===== config.mk =====
export PLATFORM = sky130hd
export DESIGN_NAME = regfile_dump_unit_flat
export DESIGN_NICKNAME = d
export VERILOG_FILES = /design/src/rtl/mips_dbg_pkg.sv /design/src/rtl/regfile_dump_unit_if.sv /design/src/rtl/halt_detector.sv /design/src/rtl/regfile_dump_unit.sv /design/src/flat_wrapper.sv
export SDC_FILE = /design/constraint.sdc
export NUM_CORES = 1
export LEC_CHECK = 0
export CAP_MARGIN = 0
export CORE_ASPECT_RATIO = 0.9
export CORE_UTILIZATION = 35
export DETAILED_ROUTE_END_ITERATION = 6
export SYNTH_ARGS = -nofsm -noshare
export SYNTH_HDL_FRONTEND = slang
export SYNTH_SLANG_ARGS = --single-unit

===== constraint.sdc =====
create_clock -name clk -period 4.5 [get_ports clk]
set_input_delay 0.9 -clock clk [delete_from_list [all_inputs] [get_ports clk]]
set_output_delay 0.9 -clock clk [all_outputs]
set_load 0.1 [all_outputs]

===== src/rtl/mips_dbg_pkg.sv =====
// Shared definitions for the register-file dump unit.
//   dump_state_t : dump sequencer states
//   INDEX_W      : width of the beat index (register number or PC slot)
//   RF_ADDR_W    : register-file read address width
package mips_dbg_pkg;

  typedef enum logic [2:0] {
    ST_IDLE   = 3'd0,
    ST_READ   = 3'd1,
    ST_SEND   = 3'd2,
    ST_PCSEND = 3'd3,
    ST_DONE   = 3'd4
  } dump_state_t;

  localparam int INDEX_W   = 6;
  localparam int RF_ADDR_W = 5;

endpackage


===== src/rtl/regfile_dump_unit_if.sv =====
// Dump beat stream: {index, value} beats with a valid/ready handshake.
//   out_valid : beat available (source -> sink)
//   out_ready : sink accepts beat (sink -> source)
//   out_index : register number, or NUM_REGS for the PC beat
//   out_data  : beat payload
// master = dump unit (source), slave = trace sink / monitor.
interface regfile_dump_unit_if #(
  parameter int DATA_W  = 32,
  parameter int INDEX_W = 6
);

  logic              out_valid;
  logic              out_ready;
  logic [INDEX_W-1:0] out_index;
  logic [DATA_W-1:0]  out_data;

  modport master (
    output out_valid,
    output out_index,
    output out_data,
    input  out_ready
  );

  modport slave (
    input  out_valid,
    input  out_index,
    input  out_data,
    output out_ready
  );

endinterface


===== src/rtl/halt_detector.sv =====
// Stable-PC halt detector.
//   clk, rst_n  : clock, async active-low reset
//   auto_en_i   : enables detection; counter held at 0 while low
//   pc_i        : CPU program counter
//   halt_o      : one-cycle pulse on the HALT_CYCLES-th consecutive cycle
//                 in which pc_i equals its value from the previous cycle
// The counter saturates above the firing value, so a PC that stays put
// fires exactly once; only a PC change (which clears the count) re-arms it.
module halt_detector #(
  parameter int DATA_W      = 32,
  parameter int HALT_CYCLES = 4
) (
  input  logic              clk,
  input  logic              rst_n,
  input  logic              auto_en_i,
  input  logic [DATA_W-1:0] pc_i,
  output logic              halt_o
);

  localparam int CNT_W = $clog2(HALT_CYCLES + 1);

  logic [DATA_W-1:0] pc_prev_q;
  logic [CNT_W-1:0]  cnt_q, cnt_d;
  logic              pc_same;

  assign pc_same = (pc_i == pc_prev_q);

  always_comb begin
    cnt_d = cnt_q;
    if (!auto_en_i || !pc_same) begin
      cnt_d = '0;
    end else if (cnt_q != CNT_W'(HALT_CYCLES)) begin
      cnt_d = cnt_q + CNT_W'(1);
    end
  end

  // cnt_q counts equal cycles already completed; this cycle is the next one.
  assign halt_o = auto_en_i && pc_same && (cnt_q == CNT_W'(HALT_CYCLES - 1));

  always_ff @(posedge clk or negedge rst_n) begin
    if (!rst_n) begin
      pc_prev_q <= '0;
      cnt_q     <= '0;
    end else begin
      pc_prev_q <= pc_i;
      cnt_q     <= cnt_d;
    end
  end

endmodule


===== src/rtl/regfile_dump_unit.sv =====
// End-of-run register-file dump unit for the MIPS core.
// On a start pulse or an auto-detected halt it stalls the CPU, reads the
// register file one entry per beat and streams {index, value} beats, then
// optionally a final beat carrying the PC captured at the trigger.
//   clk, rst_n : clock, async active-low reset
//   start      : one-cycle dump request (ignored while busy)
//   auto_en    : enable stable-PC halt detection
//   pc_in      : CPU program counter
//   rf_addr    : register-file read address (combinational read port)
//   rf_data    : register-file read data for rf_addr
//   cpu_stall  : freezes the CPU during the dump
//   busy       : dump in progress
//   done       : level, set after the last beat is accepted
//   dump       : beat stream (master side)
module regfile_dump_unit
  import mips_dbg_pkg::*;
#(
  parameter int NUM_REGS    = 32,
  parameter int DATA_W      = 32,
  parameter int HALT_CYCLES = 4,
  parameter int DUMP_PC     = 1
) (
  input  logic                 clk,
  input  logic                 rst_n,
  input  logic                 start,
  input  logic                 auto_en,
  input  logic [DATA_W-1:0]    pc_in,
  output logic [RF_ADDR_W-1:0] rf_addr,
  input  logic [DATA_W-1:0]    rf_data,
  output logic                 cpu_stall,
  output logic                 busy,
  output logic                 done,
  regfile_dump_unit_if.master  dump
);

  localparam int                 PC_INDEX = NUM_REGS;
  localparam logic [INDEX_W-1:0] LAST_IDX = INDEX_W'(NUM_REGS - 1);

  dump_state_t        state_q;
  logic [INDEX_W-1:0] idx_q;
  logic [INDEX_W-1:0] index_q;
  logic [DATA_W-1:0]  data_q;
  logic [DATA_W-1:0]  pc_cap_q;
  logic               valid_q;
  logic               busy_q;
  logic               done_q;
  logic               halt;
  logic               trigger;
  logic               accept;

  halt_detector #(
    .DATA_W      (DATA_W),
    .HALT_CYCLES (HALT_CYCLES)
  ) u_halt_detector (
    .clk       (clk),
    .rst_n     (rst_n),
    .auto_en_i (auto_en),
    .pc_i      (pc_in),
    .halt_o    (halt)
  );

  // A simultaneous start and halt collapse into a single trigger.
  assign trigger = start || halt;
  assign accept  = valid_q && dump.out_ready;

  assign rf_addr        = idx_q[RF_ADDR_W-1:0];
  assign cpu_stall      = busy_q;
  assign busy           = busy_q;
  assign done           = done_q;
  assign dump.out_valid = valid_q;
  assign dump.out_index = index_q;
  assign dump.out_data  = data_q;

  always_ff @(posedge clk or negedge rst_n) begin
    if (!rst_n) begin
      state_q  <= ST_IDLE;
      idx_q    <= '0;
      index_q  <= '0;
      data_q   <= '0;
      pc_cap_q <= '0;
      valid_q  <= 1'b0;
      busy_q   <= 1'b0;
      done_q   <= 1'b0;
    end else begin
      unique case (state_q)
        ST_IDLE, ST_DONE: begin
          if (trigger) begin
            pc_cap_q <= pc_in;
            idx_q    <= '0;
            done_q   <= 1'b0;
            busy_q   <= 1'b1;
            state_q  <= ST_READ;
          end
        end

        ST_READ: begin
          data_q  <= rf_data;
          index_q <= idx_q;
          valid_q <= 1'b1;
          state_q <= ST_SEND;
        end

        ST_SEND: begin
          if (accept) begin
            valid_q <= 1'b0;
            if (idx_q < LAST_IDX) begin
              idx_q   <= idx_q + INDEX_W'(1);
              state_q <= ST_READ;
            end else if (DUMP_PC != 0) begin
              // PC beat is loaded directly; no read cycle is needed for it.
              data_q  <= pc_cap_q;
              index_q <= INDEX_W'(PC_INDEX);
              valid_q <= 1'b1;
              state_q <= ST_PCSEND;
            end else begin
              busy_q  <= 1'b0;
              done_q  <= 1'b1;
              state_q <= ST_DONE;
            end
          end
        end

        ST_PCSEND: begin
          if (accept) begin
            valid_q <= 1'b0;
            busy_q  <= 1'b0;
            done_q  <= 1'b1;
            state_q <= ST_DONE;
          end
        end

        default: begin
          valid_q <= 1'b0;
          busy_q  <= 1'b0;
          state_q <= ST_IDLE;
        end
      endcase
    end
  end

endmodule

===== src/flat_wrapper.sv =====
// flat-port wrapper written by rule: the top's interface ports become plain ports
module regfile_dump_unit_flat import mips_dbg_pkg::*;
#(
  parameter int NUM_REGS    = 32,
  parameter int DATA_W      = 32,
  parameter int HALT_CYCLES = 4,
  parameter int DUMP_PC     = 1
)
  (clk, rst_n, start, auto_en, pc_in, rf_addr, rf_data, cpu_stall, busy, done, dump_out_valid, dump_out_index, dump_out_data, dump_out_ready);
  regfile_dump_unit_if #(.DATA_W(DATA_W)) dump_i ();
  input  logic clk;
  input  logic rst_n;
  input  logic start;
  input  logic auto_en;
  input  logic [DATA_W-1:0] pc_in;
  output logic [RF_ADDR_W-1:0] rf_addr;
  input  logic [DATA_W-1:0] rf_data;
  output logic cpu_stall;
  output logic busy;
  output logic done;
  output wire logic [$bits(dump_i.out_valid)-1:0] dump_out_valid;
  output wire logic [$bits(dump_i.out_index)-1:0] dump_out_index;
  output wire logic [$bits(dump_i.out_data)-1:0] dump_out_data;
  input wire logic [$bits(dump_i.out_ready)-1:0] dump_out_ready;
  assign dump_out_valid = dump_i.out_valid;
  assign dump_out_index = dump_i.out_index;
  assign dump_out_data = dump_i.out_data;
  assign dump_i.out_ready = dump_out_ready;
  regfile_dump_unit #(.NUM_REGS(NUM_REGS), .DATA_W(DATA_W), .HALT_CYCLES(HALT_CYCLES), .DUMP_PC(DUMP_PC)) u_core (.clk(clk), .rst_n(rst_n), .start(start), .auto_en(auto_en), .pc_in(pc_in), .rf_addr(rf_addr), .rf_data(rf_data), .cpu_stall(cpu_stall), .busy(busy), .done(done), .dump(dump_i));
endmodule

==> flow_summary_export.csv, run 1 <==
group,metric,value,unit
run_status,run_status,"completed",
clock_tree,ctsHtreeMaxLevel,4,
synthesis,netlist_instances,399,
drt,ant_nets,0,
sta,min_period_over_period,70.6,%
floorplanning,rows,40,
drt,drc,0,
flow_run,maxCapViolations,0,
drt,vias_per_cell,4.73,
synthesis,syn_avg_cell_area,12.2,µm²
drt,drt_iter0_drc,93,
hold_path,hold_class,"register to register",
critical_path,critPathMaxStageDelay,0.54,ns
floorplanning,num_io_pins,116,
finish,drive_gt1_share,14.1,%
synthesis,ys_top_cells_by_area,"dfrtp_1 60%, mux2i_1 6.8%, mux2_2 6.7%",
sta,max_freq,315,MHz
synthesis,yosysSeqAreaShare,59.9,%
synthesis,synth_seq_cells,117,
floorplanning,start_util,36.3,%
global_route,first_global_vias,3391,
critical_path,path_cells,"clkdlybuf4s50_1, xnor2_1, nand4_1, nor4_1, nand4_2, o21ai_4, buf_12, mux2_2",
sta,rsz0062_at_grt,"false",
synthesis,yosys_warnings,0,
sta,timing.final.max_slew_violations,0,
floorplanning,core-area,13500,µm²
sta,hold_ws,0.472,ns
synthesis,synth_edf_count,0,
clock_tree,post_cts_buffers,0,
sta,skew,0.00849,ns
critical_path,worst_r2r_path_depth,7,
placed_design,dp_hpwl,7550,µm
finish,final_cells,694,
finish,fill_cells,1180,
synthesis,synth_top_area_share,59.9,%
hold_path,hold_depth,2,
finish,fin_util,50.2,%
synthesis,synthArstFlopShare,100,%
clock_tree,numCtsBuffers,17,
drt,wl_per_cell,15.6,µm
drt,wl,10800,µm
finish,antenna_cells,0,
critical_path,critical_path_required,4.79,ns
placed_design,place_area,6160,µm²
clock_tree,cts_resized,0,
synthesis,synth.cell_area,4890,µm²
finish,stdcell_area,6760,µm²
power_and_ir_drop,p_per_area,826,nW/µm²
placed_design,io_buffers,115,
synthesis,synth_cell_types,36,
floorplanning,fp.dieW,127,µm
critical_path,crit_fanout,25,
global_route,grt_max_degree,71,
critical_path,timing.critical_path.from,"pc_in[19]",
synthesis,synth.largest_area_cell,"dfrtp_1",
clock_tree,cts.path.max_buffers,2,
power_and_ir_drop,ir_drop,461,µV
clock_tree,clock_latency,0.41,ns
finish,final_nets,586,
sta,tightestPinTransition,1.12,ns
sta,setup_viol,0,
synthesis,yosysMostFrequentCell,"dfrtp_1",
clock_tree,cts_hold_buf,0,
placed_design,dp_cells,662,
placed_design,gp_congestion,0.710,
critical_path,critPathSlowestCell,"clkdlybuf4s50_1",
global_route,grt_pass1_wl,17900,µm
synthesis,syn-num-nets,472,
sta,period_needed,3.18,ns
clock_tree,cts_root_buf,"clkbuf_16",
clock_tree,clock_sinks,117,
critical_path,cp-end-kind,"register",
global_route,grt_use_total,16.5,%
critical_path,critPathLaunchType,"input pin",
floorplanning,die_h,114,µm
drt,vias,3284,
global_route,antenna_found_initial,0,
sta,slew_headroom,25.6,%
critical_path,timing_worst_setup_path_type,"input pin to register",
synthesis,yosys_most_used_dff,"dfrtp_1",
clock_tree,cts_tree,"done",
drt,firstDrtPassIters,5,
synthesis,synthTopCellsByCount,"117 x dfrtp_1, 47 x nand2_1, 42 x o21ai_0, 33 x mux2i_1, 29 x mux2_2",
critical_path,r2r-start,"u_core.u_halt_detector.pc_prev_q[25]",
floorplanning,die-area,14400,µm²
sta,final.setup.tns,0,ns
critical_path,arrival,3.47,ns
sta,hold_viol_final,0,
power_and_ir_drop,leakage,2.84,nW
hold_path,hp-start,"u_core.dump.out_data[13]",
global_route,overflow,0,
clock_tree,clkSlewWorstSetupHoldPaths,0.05,ns
finish,syn2layout_area_growth,38.3,%
-- area by class of cell --
class	instances	area (µm²)	share of cell area, %
Clock buffer	18	439	6.50
Clock inverter	14	160	2.37
Inverter	9	33.8	0.500
Multi-Input combinational cell	249	1790	26.5
Sequential cell	117	2930	43.3
Tap cell	168	210	3.11
Timing Repair Buffer	119	1190	17.6
-- sequential cells by signal, indices dropped and copies added (netlist names) --
signal / cells
u_core.dump.out_index: 6
u_core.idx_q: 6
u_core.pc_cap_q: 32
u_core.dump.out_valid: 1
u_core.done: 1
u_core.state_q: 3
u_core.dump.out_data: 32
u_core.u_halt_detector.cnt_q: 3
u_core.busy: 1
u_core.u_halt_detector.pc_prev_q: 32
-- stage by stage --
step / worst slack, ns / power (mW)
after floorplan: 2.03 / 3.64
after detailed placement: 0.895 / 4.27
final: 1.32 / 5.58
after CTS: 1.33 / 5.64
after global placement: 0.892 / 4.23
after global routing: 1.14 / 5.86
-- worst max-delay path, delay by kind of cell --
family / cells / cell delay, ns
buffers and inverters: 2 / 0.80
and+or+nand+nor: 3 / 0.73
AOI/OAI and AO/OA: 1 / 0.53
muxes: 1 / 0.35
xor gates and xnor gates: 1 / 0.14
-- cell usage in the layout (no fill, tap or decap), types with 2 or more instances in the layout --
master / count
xor2_1: 6
or2_2: 3
buf_4: 4
nor2_1: 5
clkdlybuf4s50_1: 114
mux2i_1: 33
dfrtp_1: 117
ha_1: 4
nand3_1: 8
mux2_1: 3
nand4_1: 6
clkinv_4: 2
mux2_2: 29
clkinv_2: 6
nand2b_1: 3
a31oi_1: 3
xnor2_1: 26
clkinvlp_4: 3
a22o_1: 6
a21oi_1: 4
clkbuf_16: 17
o21ai_0: 42
inv_1: 9
nor3_1: 6
nand2_1: 47
bufinv_16: 3
o22ai_1: 3
-- kinds of logic after synthesis --
family / after synthesis / share of synthesized area (%)
flops: 117 / 59.9
buf+inv: 33 / 3.56
mux: 65 / 14.1
compound gates: 63 / 7.40
xor+xnor: 32 / 5.74
fa+ha+maj: 4 / 1.02
simple gates: 85 / 8.22
-- metal layers --
layer / up-vias / GRT usage (%) / part of all wire (%)
li1: 1612 / - / -
met1: 1576 / 21.5 / 47
met2: 85 / 24.7 / 46
met3: 11 / 6.54 / 6.9
met4: 0 / 6.35 / 0.78
met5: - / 0 / 0
-- report_power, final --
group	internal, mW	switching (mW)	total [mW]	leakage [nW]
clock	0.879	0.472	1.35	0.291
combinational	0.744	1.84	2.58	1.12
sequential	1.41	0.238	1.65	1.43
total	3.03	2.55	5.58	2.84
-- final timing paths --
path / to / slack [ns]
setup / recovery: u_core.pc_cap_q[17] / 1.32
setup reg to reg: u_core.pc_cap_q[17] / 1.96
hold reg to reg: u_core.dump.out_data[13] / 0.47
hold / removal: u_core.dump.out_data[13] / 0.47
max in group asynchronous: u_core.state_q[2] / 3.07
min in group asynchronous: u_core.dump.out_data[25] / 0.53
(Power assumes the default switching activity.)
==> run 2, diff against run 1 <==
==> constraint.sdc (replaced) <==
create_clock -name clk -period 2.8 [get_ports clk]
set_input_delay 0.56 -clock clk [delete_from_list [all_inputs] [get_ports clk]]
set_output_delay 0.56 -clock clk [all_outputs]
set_load 0.1 [all_outputs]
==> run 2 against run 1 <==
Effect of this change:
- worst setup slack got worse by 0.94 ns
- non-clock buffer count grew 5
- count of clock-buffer cells in the layout is the same
- utilization hardly changed
- via count rose by 1.8%
- first-iteration DRC count up 6.5%
- largest power group unchanged
- flip-flop and latch count stayed put
- combinational power is 60% higher
- register-to-register slack got worse by 1.4 ns
- global-route usage rose by 0.26 points
- sequential share of layout area hardly changed
- final cell count is 0.72% higher
==> flow_summary_export.csv, run 2 (same netlist as run 1, synthesis figures left out) <==
group,metric,value,unit
clock_tree,cts_root_buf,"clkbuf_16",
clock_tree,clkSlewWorstSetupHoldPaths,0.06,ns
finish,final_cell_mix,"117 x dfrtp_1, 67 x clkdlybuf4s50_1, 53 x buf_4, 47 x nand2_1, 42 x o21ai_0",
sta,hold_viol_final,0,
floorplanning,die-area,14400,µm²
critical_path,critPathLaunchType,"input pin",
finish,layout_commonest_cell,"dfrtp_1",
critical_path,crit_fanout,25,
clock_tree,clock_sinks,117,
finish,drive_gt1_share,23.7,%
critical_path,timing_worst_setup_path_type,"input pin to register",
placed_design,gp_congestion,0.749,
sta,fin_ws,0.385,ns
power_and_ir_drop,p_total,9.10,mW
drt,vias_per_cell,4.78,
clock_tree,post_cts_buffers,0,
run_status,run_status,"completed",
drt,wl_per_cell,16.1,µm
sta,max_freq,414,MHz
clock_tree,clock_latency,0.41,ns
floorplanning,num_io_pins,116,
global_route,grt_use_total,16.7,%
global_route,grt_max_degree,50,
floorplanning,die_h,114,µm
global_route,overflow,0,
clock_tree,cts_tree,"done",
floorplanning,rows,40,
placed_design,io_buffers,115,
drt,drc,0,
global_route,antenna_found_initial,0,
hold_path,hold_class,"input pin to async pin",
sta,rsz0062_at_grt,"false",
flow_run,maxCapViolations,0,
critical_path,critical_path_required,3.09,ns
floorplanning,core-area,13500,µm²
critical_path,worst_r2r_path_depth,7,
placed_design,dp_hpwl,7900,µm
floorplanning,fp.dieW,127,µm
sta,timing.final.max_slew_violations,0,
clock_tree,cts_hold_buf,0,
finish,antenna_cells,0,
drt,wl,11300,µm
critical_path,r2r-end,"u_core.dump.out_data[15]",
sta,setup_viol,0,
clock_tree,cts_resized,0,
clock_tree,cts.path.max_buffers,2,
drt,vias,3342,
power_and_ir_drop,ir_drop,843,µV
drt,drt_iter0_drc,99,
power_and_ir_drop,p_per_area,1350,nW/µm²
clock_tree,ctsHtreeMaxLevel,4,
global_route,grt_pass1_wl,18200,µm
placed_design,pre_cts_slack,-0.0590,ns
critical_path,rrSetupSlack,0.52,ns
sta,period_needed,2.41,ns
power_and_ir_drop,leakage,2.96,nW
sta,tightestPinTransition,0.702,ns
critical_path,cp-end-kind,"register",
critical_path,arrival,2.70,ns
finish,final_nets,591,
sta,min_period_over_period,86.2,%
sta,skew,0.00596,ns
sta,slew_headroom,53.2,%
critical_path,r2r-start,"u_core.idx_q[0]",
drt,ant_nets,0,
finish,syn2layout_area_growth,38.2,%
global_route,first_global_vias,3472,
drt,firstDrtPassIters,4,
floorplanning,start_util,36.3,%
clock_tree,numCtsBuffers,17,
-- run 2: final cells by class --
cell class | instances | area, µm²
fillers | 1185 | 6710
well taps | 168 | 210
flip-flops and latches | 117 | 2930
inverters | 9 | 33.8
repair buffers | 124 | 1150
multi-input cells | 249 | 1790
clock buffers | 18 | 439
clock inverters | 14 | 200
-- run 2: layer usage --
| layer | wire length (µm) | GRT usage (%) | up-vias |
|---|---|---|---|
| met5 | 0 | 0 | - |
| met4 | 166 | 6.99 | 0 |
| met3 | 783 | 5.75 | 16 |
| met2 | 5160 | 25.6 | 98 |
| met1 | 5160 | 21.8 | 1611 |
| li1 | - | - | 1617 |
-- run 2: metrics by stage --
stage	instance area, µm²	setup TNS (ns)	instances	utilization [%]	hold WS (ns)
after floorplan	4890	0	399	-	0.264
after global placement	6110	-0.663	667	45.4	0.467
after detailed placement	6110	-0.733	667	45.4	0.473
after CTS	6750	0	699	50.2	0.159
after global routing	6750	0	699	50.2	0.179
final	6750	0	699	50.2	0.147
-- run 2: power breakdown --
part	switching [mW]	internal, mW
clock network	0.803	1.52
registers	0.389	2.26
logic	2.98	1.14
total	4.17	4.93
-- run 2: worst max path at each step --
stage,from,to,slack [ns],cells after the start
2_1_floorplan,u_core.dump.out_valid,u_core.dump.out_index[0],0.64,6
3_3_place_gp,pc_in[30],u_core.pc_cap_q[3],-0.04,8
3_5_place_dp,pc_in[30],u_core.pc_cap_q[11],-0.06,8
4_1_cts,pc_in[30],u_core.pc_cap_q[11],0.36,8
5_1_grt,pc_in[0],u_core.pc_cap_q[5],0.29,8
6_report,pc_in[0],u_core.pc_cap_q[11],0.39,8
-- run 2: critical path, cell delays in order --
cell	delay (ns)
clkdlybuf4s50_1	0.47
xnor2_1	0.25
nand4_1	0.14
nor4_1	0.27
nand4_2	0.19
o21ai_4	0.23
buf_12	0.22
mux2_2	0.36
==> run 3, diff against run 2 <==
--- a/config.mk
+++ b/config.mk
@@ -7,6 +7,7 @@
 export LEC_CHECK = 0
 export CAP_MARGIN = 0
 export CORE_ASPECT_RATIO = 0.9
+export CORE_MARGIN = 10
 export CORE_UTILIZATION = 35
 export DETAILED_ROUTE_END_ITERATION = 6
 export SYNTH_ARGS = -nofsm -noshare
==> run 3 against run 2 <==
Effect of this change:
- flip-flop and latch count is the same
- sequential power barely moved
- register-to-register slack gained 0.13 ns
- via count about the same
- critical path type unchanged
- highest routed layer is now met5
==> flow_summary_export.csv, run 3 (same netlist as run 1, synthesis figures left out) <==
group,metric,value,unit
run_status,run_status,"completed",
finish,antenna_cells,0,
finish,layout_commonest_cell,"dfrtp_1",
critical_path,crit_fanout,22,
finish,syn2layout_area_growth,37.3,%
floorplanning,die-area,19100,µm²
sta,hold_ws,0.202,ns
global_route,grt_pass1_wl,19600,µm
global_route,grt_max_degree,52,
sta,hold_viol_final,0,
clock_tree,cts.path.max_buffers,2,
critical_path,path_delay_family,"buffers and inverters",
clock_tree,cts_hold_buf,0,
finish,final_nets,594,
critical_path,critPathLaunchType,"input pin",
global_route,use_met2,19.3,%
finish,drive_gt1_share,23.3,%
floorplanning,core-area,13500,µm²
global_route,antenna_found_initial,1,
critical_path,timing.critical_path.from,"pc_in[30]",
sta,final.setup.tns,0,ns
drt,vias,3344,
critical_path,path_buf_inv,2,
floorplanning,start_util,36.2,%
placed_design,dp_cells,670,
critical_path,timing_worst_setup_path_type,"input pin to register",
clock_tree,cts_root_buf,"clkbuf_16",
placed_design,pre_cts_slack,-0.0324,ns
sta,max_freq,410,MHz
global_route,busiest_layer,"met2",
placed_design,io_buffers,115,
sta,slew_headroom,53.7,%
sta,setup_viol,0,
sta,tightestPinTransition,0.694,ns
drt,wl_per_cell,17.3,µm
flow_run,maxCapViolations,0,
finish,fill_cells,1200,
placed_design,dp_hpwl,8950,µm
drt,firstDrtPassIters,4,
power_and_ir_drop,leakage,2.95,nW
critical_path,critPathSlowestCell,"clkdlybuf4s50_1",
hold_path,hold_class,"input pin to async pin",
drt,drt_iter0_drc,136,
finish,final-seq-area,2930,µm²
placed_design,gp_congestion,0.780,
clock_tree,post_cts_buffers,0,
placed_design,place_area,6140,µm²
sta,fin_ws,0.361,ns
critical_path,arrival,2.73,ns
drt,drc,0,
floorplanning,rows,40,
clock_tree,ctsHtreeMaxLevel,4,
global_route,use_met3,6.23,%
clock_tree,clock_sinks,117,
sta,rsz0062_at_grt,"false",
drt,ant_nets,0,
finish,final_cells,700,
drt,vias_per_cell,4.78,
critical_path,critPathMaxStageDelay,0.48,ns
clock_tree,cts_tree,"done",
global_route,grt_use_total,13.0,%
critical_path,cp-end-kind,"register",
clock_tree,clkSlewWorstSetupHoldPaths,0.05,ns
clock_tree,cts_resized,0,
clock_tree,numCtsBuffers,17,
power_and_ir_drop,ir_drop,986,µV
floorplanning,num_io_pins,116,
power_and_ir_drop,p_total,8.85,mW
sta,period_needed,2.44,ns
floorplanning,die_h,132,µm
global_route,grt_use_met1,16.2,%
finish,multi_input_area,1790,µm²
critical_path,r2r-start,"u_core.u_halt_detector.pc_prev_q[30]",
finish,fin_util,49.6,%
critical_path,path_cells,"clkdlybuf4s50_1, xnor2_1, nand4_1, nor3_1, nand4_2, o21ai_4, buf_12, mux2_2",
clock_tree,clock_latency,0.41,ns
finish,final_cell_mix,"117 x dfrtp_1, 67 x clkdlybuf4s50_1, 56 x buf_4, 47 x nand2_1, 42 x o21ai_0",
power_and_ir_drop,p_per_area,1320,nW/µm²
finish,stdcell_area,6710,µm²
sta,min_period_over_period,87.1,%
critical_path,critical_path_required,3.09,ns
drt,wl,12100,µm
sta,timing.final.max_slew_violations,0,
global_route,first_global_vias,3696,
sta,skew,0.0117,ns
floorplanning,fp.dieW,145,µm
global_route,overflow,0,
==> run 3: final cells by class <==
type | instances | share of cell area, %
inverter | 9 | 0.504
timing repair buffer | 127 | 17.5
clock buffer | 27 | 7.94
sequential | 117 | 43.6
clock inverter | 3 | 0.597
tap | 168 | 3.13
multi-input combinational | 249 | 26.7
==> run 3: worst paths after layout <==
| kind | end | slack [ns] | depth (start not counted) |
|---|---|---|---|
| worst max-delay path | u_core.pc_cap_q[29] | 0.36 | 8 |
| worst min-delay path | u_core.dump.out_data[25] | 0.20 | 1 |
| worst max register to register | u_core.pc_cap_q[29] | 0.65 | 7 |
| worst min register to register | u_core.dump.out_data[28] | 0.48 | 2 |
| max in group asynchronous | u_core.u_halt_detector.pc_prev_q[7] | 1.77 | 3 |
| min in group clk | u_core.dump.out_data[28] | 0.48 | 2 |
==> run 3: where the power goes <==
part | total (mW) | internal [mW] | switching [mW]
combinational | 4.13 | 1.13 | 2.99
clock | 2.07 | 1.37 | 0.697
sequential | 2.65 | 2.27 | 0.387
total | 8.85 | 4.77 | 4.08
==> run 3: layer usage <==
metal / wire length (µm) / share of wire [%]
met2: 5520 / 46
met3: 1000 / 8.3
met5: 9 / 0.075
met4: 162 / 1.3
met1: 5380 / 45
==> patch 1, RTL diff (settings of run 2) <==
`DUMP_PC` is set to 1 in 2 places; all go to 0.
--- a/src/rtl/regfile_dump_unit.sv
+++ b/src/rtl/regfile_dump_unit.sv
@@ -18,7 +18,7 @@
   parameter int NUM_REGS    = 32,
   parameter int DATA_W      = 32,
   parameter int HALT_CYCLES = 4,
-  parameter int DUMP_PC     = 1
+  parameter int DUMP_PC     = 0
 ) (
   input  logic                 clk,
   input  logic                 rst_n,
--- a/src/flat_wrapper.sv
+++ b/src/flat_wrapper.sv
@@ -4,7 +4,7 @@
   parameter int NUM_REGS    = 32,
   parameter int DATA_W      = 32,
   parameter int HALT_CYCLES = 4,
-  parameter int DUMP_PC     = 1
+  parameter int DUMP_PC     = 0
 )
   (clk, rst_n, start, auto_en, pc_in, rf_addr, rf_data, cpu_stall, busy, done, dump_out_valid, dump_out_index, dump_out_data, dump_out_ready);
   regfile_dump_unit_if #(.DATA_W(DATA_W)) dump_i ();
Behaviour: no difference found for any inputs over 10 cycles, from zero or initial values and one cycle with rst_n low; that may be too few to reach the edited logic, so the function may still have changed.
==> patch 1 against run 2 <==
- via count decreased by 27%
- sequential share of layout area decreased by 0.067 points
- sequential cell count decreased by 32
- worst setup slack improved by 110 ps
- synthesized area decreased by 27%
- routed wire length decreased by 38%
- cell area decreased by 27%
- first-iteration DRC count decreased by 36%
- fmax increased by 4.8%
- non-clock buffer count decreased by 6
- critical endpoint is now u_core.done$_DFFE_PN0P_
- largest cell class unchanged
- highest routed layer unchanged
Power is not shown: default switching activity piles up to over one toggle a cycle in this logic, so the estimate is an artifact.
==> patch 1: results (changes against run 2) <==
- Pin count of the biggest net entering global routing: 58 (was 50)
- RR Startpoint: u_core.idx_q[0]$_DFFE_PN0P_ (unchanged)
- R2R setup slack: 570 ps (was 520 ps)
- TritonCTS Buffers: 9 (was 17)
- Crit path max fanout: 2 (was 25)
- Worst Setup SP: pc_in[13] (was pc_in[0])
- Worst Tran Pin Value: 498 ps (was 702 ps)
- Vias in the first global route: 2339 (was 3472)
- Synth top area cells: dfrtp_1 60%, mux2_2 9.5%, xnor2_1 7.9% (was dfrtp_1 60%, mux2i_1 6.8%, mux2_2 6.7%)
- Setup Skew: 11.6 ps (was 5.96 ps)
- Post-synth top cells: 85 x dfrtp_1, 32 x xnor2_1, 30 x mux2_2 (was 117 x dfrtp_1, 47 x nand2_1, 42 x o21ai_0)
- Distinct cells, synth: 45 (was 36)
- Clock transition at path regs: 80 ps (was 60 ps)
- Clk root buf: clkbuf_8 (was clkbuf_16)
- Vias per cell: 4.74 (was 4.78)
- WL per Instance: 13.5 microns (was 16.1 microns)
- Clock Latency Late Sink: 340 ps (was 410 ps)
- DRT iter0 DRCs: 63 (was 99)
- Register area share after synthesis: 60.0% (was 59.9%)
- Syn_nets: 340 (was 472)
- Delay-heaviest family, CP: simple AND/OR/NAND/NOR gates (was buffers and inverters)
- Worst r2r dst: u_core.idx_q[0]$_DFFE_PN0P_ (was u_core.dump.out_data[15]$_DFFE_PN0P_)
- R2R depth: 7 (unchanged)
- Tot GR Track Use: 13.8% (was 16.7%)
- GPL Wtd Cong: 0.769 (was 0.749)
- Worst EP arrival: 2540 ps (was 2700 ps)
- DP HPWL: 5.17 mm (was 7.90 mm)
- Run status: finished clean (unchanged)
- CP peak stage delay: 560 ps (was 470 ps)
- Layout cell share with drive strength beyond 1: 26.2% (was 23.7%)
- Fill count: 889 (was 1185)
- # H-tree levels: 3 (was 4)
- NumNets Final: 457 (was 591)
==> patch 1: cell types whose count changed in the layout (fill, tap and decap cells not counted), moves of 5 or more <==
cell,run 2,this run
nand4_1,6,13
clkbuf_8,1,10
xor2_1,6,0
mux2i_1,33,1
nand2_1,47,14
a22o_1,6,1
dfrtp_1,117,85
clkbuf_16,17,0
mux2_1,3,8
xnor2_1,26,32
o21ai_0,42,2
==> patch 1: worst max-delay path by stage <==
stage	endpoint	slack (ps)	depth (start not counted)
2_1_floorplan	u_core.idx_q[0]$_DFFE_PN0P_	350	4
3_3_place_gp	u_core.done$_DFFE_PN0P_	140	6
3_5_place_dp	u_core.done$_DFFE_PN0P_	120	6
4_1_cts	u_core.done$_DFFE_PN0P_	500	6
5_1_grt	u_core.idx_q[0]$_DFFE_PN0P_	420	7
6_report	u_core.done$_DFFE_PN0P_	500	6
==> patch 1: cell families after synthesis <==
kind of cell / after synthesis / synth area share [%]
compound gates: 24 / 5.26
xor+xnor: 32 / 7.91
fa+ha+maj: 4 / 1.41
buf+inv: 21 / 3.14
flops: 85 / 60.0
mux: 39 / 12.4
simple gates: 62 / 9.92
==> patch 1: stage by stage <==
stage          hold WS, ps  setup slack [ps]  instance area [sq um]  instances
3_5_place_dp           477               121                   4700        499
2_1_floorplan          264               347                   3540        267
3_3_place_gp           469               142                   4700        499
5_1_grt                131               416                   4910        515
6_report               132               497                   4910        515
4_1_cts                125               499                   4910        515
==> patch 1: layout make-up <==
cell class | count | area [sq um] | area share [%]
inverters | 9 | 33.8 | 0.688
multi-input cells | 161 | 1310 | 26.7
flip-flops and latches | 85 | 2130 | 43.3
repair buffers | 118 | 1070 | 21.7
clock buffers | 13 | 149 | 3.03
clock inverters | 3 | 68.8 | 1.40
well taps | 126 | 158 | 3.21
==> patch 1: layer usage <==
metal,up-vias,wire length [microns],global-route usage (%)
met2,78,3370,22.1
met5,-,0,0
met3,4,412,4.36
met4,0,31,3.79
li1,1178,-,-
met1,1182,3120,17.7
==> patch 1: worst reg2reg max path: stages, from the launching register on <==
cell and delay [ps]:
dfrtp_1 440, ha_1 260, nand4_1 130, nand2_2 100, or4b_4 530, a2111oi_4 360
buf_4 210, o22ai_1 80
==> patch 2, RTL diff (flow settings as in run 2) <==
Made on the original files. Encoding of `dump_state_t`: now one-hot (5 bits for 5 states).
--- a/src/rtl/mips_dbg_pkg.sv
+++ b/src/rtl/mips_dbg_pkg.sv
@@ -4,12 +4,12 @@
 //   RF_ADDR_W    : register-file read address width
 package mips_dbg_pkg;
 
-  typedef enum logic [2:0] {
-    ST_IDLE   = 3'd0,
-    ST_READ   = 3'd1,
-    ST_SEND   = 3'd2,
-    ST_PCSEND = 3'd3,
-    ST_DONE   = 3'd4
+  typedef enum logic [4:0] {
+    ST_IDLE   = 5'b00001,
+    ST_READ   = 5'b00010,
+    ST_SEND   = 5'b00100,
+    ST_PCSEND = 5'b01000,
+    ST_DONE   = 5'b10000
   } dump_state_t;
 
   localparam int INDEX_W   = 6;
Check against the original RTL: same outputs for any inputs over 10 cycles, from zero or initial values and one cycle with rst_n low; not proved beyond that.
==> patch 2 against run 2 <==
- die area rose by 5.6%
- worst setup slack got worse by 220 ps
- power is 8.5% lower
- first-iteration DRC count is 79% higher
- sequential cell count grew 2
- routed wire length is 5.0% higher
- cell area is 6.2% higher
- via count grew 6.5%
- sequential power shrank 2%
- register-to-register slack worse by 120 ps
- synthesized area rose by 5.7%
- clock skew up 2.1 ps
- non-clock buffer count rose by 23
- utilization grew 0.30 points
- critical endpoint is now u_core.pc_cap_q[5]$_DFFE_PN0P_
- largest cell class unchanged
==> patch 2: results (changes against run 2) <==
- Run status: finished clean (unchanged)
- Switch Pwr: 3.55 mW (was 4.17 mW)
- Tot GR Track Use: 17.0% (was 16.7%)
- Synth Instances: 414 (was 399)
- Vias in the first global route: 3665 (was 3472)
- Synth top area cells: dfrtp_1 57%, mux2_4 8.1%, mux2i_1 6.4% (was dfrtp_1 60%, mux2i_1 6.8%, mux2_2 6.7%)
- Leakage: 3.20 nW (was 2.96 nW)
- Synth Area in XOR/XNOR: 5.94% (was 5.74%)
- Pre-CTS WS: -374 ps (was -59.0 ps)
- Post-synthesis adder-cell area fraction: 0.969% (was 1.02%)
- Mux contribution to synthesized area: 15.4% (was 14.1%)
- Setup Skew: 8.05 ps (was 5.96 ps)
- Slew HR: 53.6% (was 53.2%)
- DP HPWL: 8.61 mm (was 7.90 mm)
- Distinct cells, synth: 42 (was 36)
- Layout cell share with drive strength beyond 1: 26.7% (was 23.7%)
- # diodes: 0 (unchanged)
- Pin count of the biggest net entering global routing: 67 (was 50)
- Peak VDD IR: 0.696 mV (was 0.843 mV)
- Area fraction in compound gates after synthesis: 6.95% (was 7.40%)
- Register area share after synthesis: 57.7% (was 59.9%)
- Worst EP arrival: 2930 ps (was 2700 ps)
- GPL Wtd Cong: 0.853 (was 0.749)
- NumNets Final: 630 (was 591)
- Post-synth top cells: 118 x dfrtp_1, 54 x nand2_1, 42 x o21ai_0 (was 117 x dfrtp_1, 47 x nand2_1, 42 x o21ai_0)
- Syn_nets: 487 (was 472)
- DRT iter0 DRCs: 177 (was 99)
- Via count: 3560 (was 3342)
==> patch 2: changes by cell type after synthesis, sizes merged, moves of 4 or more <==
| cell | delta |
|---|---|
| xnor2 | -22 |
| xor2 | +25 |
| inv | -4 |
| nand4 | -5 |
| nand2 | +8 |
| a21oi | +5 |
| nor4 | +7 |
| a22o | -4 |
==> patch 2: power groups by stage <==
stage | registers [mW] | clock network (mW) | logic, mW
after floorplan | 4.17 | 0 | 1.12
after global placement | 2.61 | 0 | 3.50
after detailed placement | 2.62 | 0 | 3.55
after CTS | 2.60 | 2.26 | 3.55
after global routing | 2.66 | 2.35 | 3.72
final | 2.59 | 2.21 | 3.53
==> patch 2: layout make-up <==
cell class              count  area, sq um  share of cell area (%)
flip-flops and latches    119         2980                    41.5
multi-input cells         267         2010                    28.1
repair buffers            147         1310                    18.3
clock buffers              20          457                    6.37
well taps                 193          241                    3.37
clock inverters            12          151                    2.11
inverters                   5         18.8                   0.262
==> patch 2: through the flow <==
| stage | hold slack [ps] | area [sq um] | util [%] | setup TNS [ps] |
|---|---|---|---|---|
| finish | 43.0 | 7170 | 50.5 | 0 |
| global route | 44.2 | 7170 | 50.5 | 0 |
| CTS | 39.0 | 7160 | 50.4 | 0 |
| detailed placement | 472 | 6560 | 46.1 | -10970 |
| global placement | 465 | 6560 | 46.1 | -9550 |
| floorplan | 264 | 5160 | - | 0 |
==> patch 2: cells by family after synthesis <==
group / after synthesis
fa+ha+maj: 4
xor+xnor: 35
flops: 119
simple gates: 99
compound gates: 64
mux: 65
buf+inv: 28
==> patch 2: worst max-delay path, cell delays in order <==
cell and delay (ps):
clkdlybuf4s50_1 450, xor2_1 170, nor4_2 340, buf_4 170
nand4_1 150, nor4_4 320, a21o_2 200, buf_4 210
mux2_2 350
==> patch 2: routing by layer <==
metal | up-vias | share of wire (%) | GRT usage, %
met3 | 14 | 7.7 | 6.95
li1 | 1711 | - | -
met2 | 122 | 47 | 26.2
met5 | - | 0 | 0
met1 | 1713 | 44 | 22.1
met4 | 0 | 0.89 | 4.81
==> patch 2: worst paths after layout <==
kind / startpoint / endpoint / slack, ps
worst max register to register: u_core.u_halt_detector.pc_prev_q[1]$_DFF_PN0_ / u_core.pc_cap_q[5]$_DFFE_PN0P_ / 400
worst min-delay path: rst_n / u_core.dump.out_index[3]$_DFFE_PN0P_ / 40
min in group clk: u_core.dump.out_data[1]$_DFFE_PN0P_ / u_core.dump.out_data[1]$_DFFE_PN0P_ / 480
max in group asynchronous: rst_n / u_core.u_halt_detector.pc_prev_q[25]$_DFF_PN0_ / 2020
worst max-delay path: pc_in[1] / u_core.pc_cap_q[5]$_DFFE_PN0P_ / 160
worst min register to register: u_core.dump.out_data[1]$_DFFE_PN0P_ / u_core.dump.out_data[1]$_DFFE_PN0P_ / 480
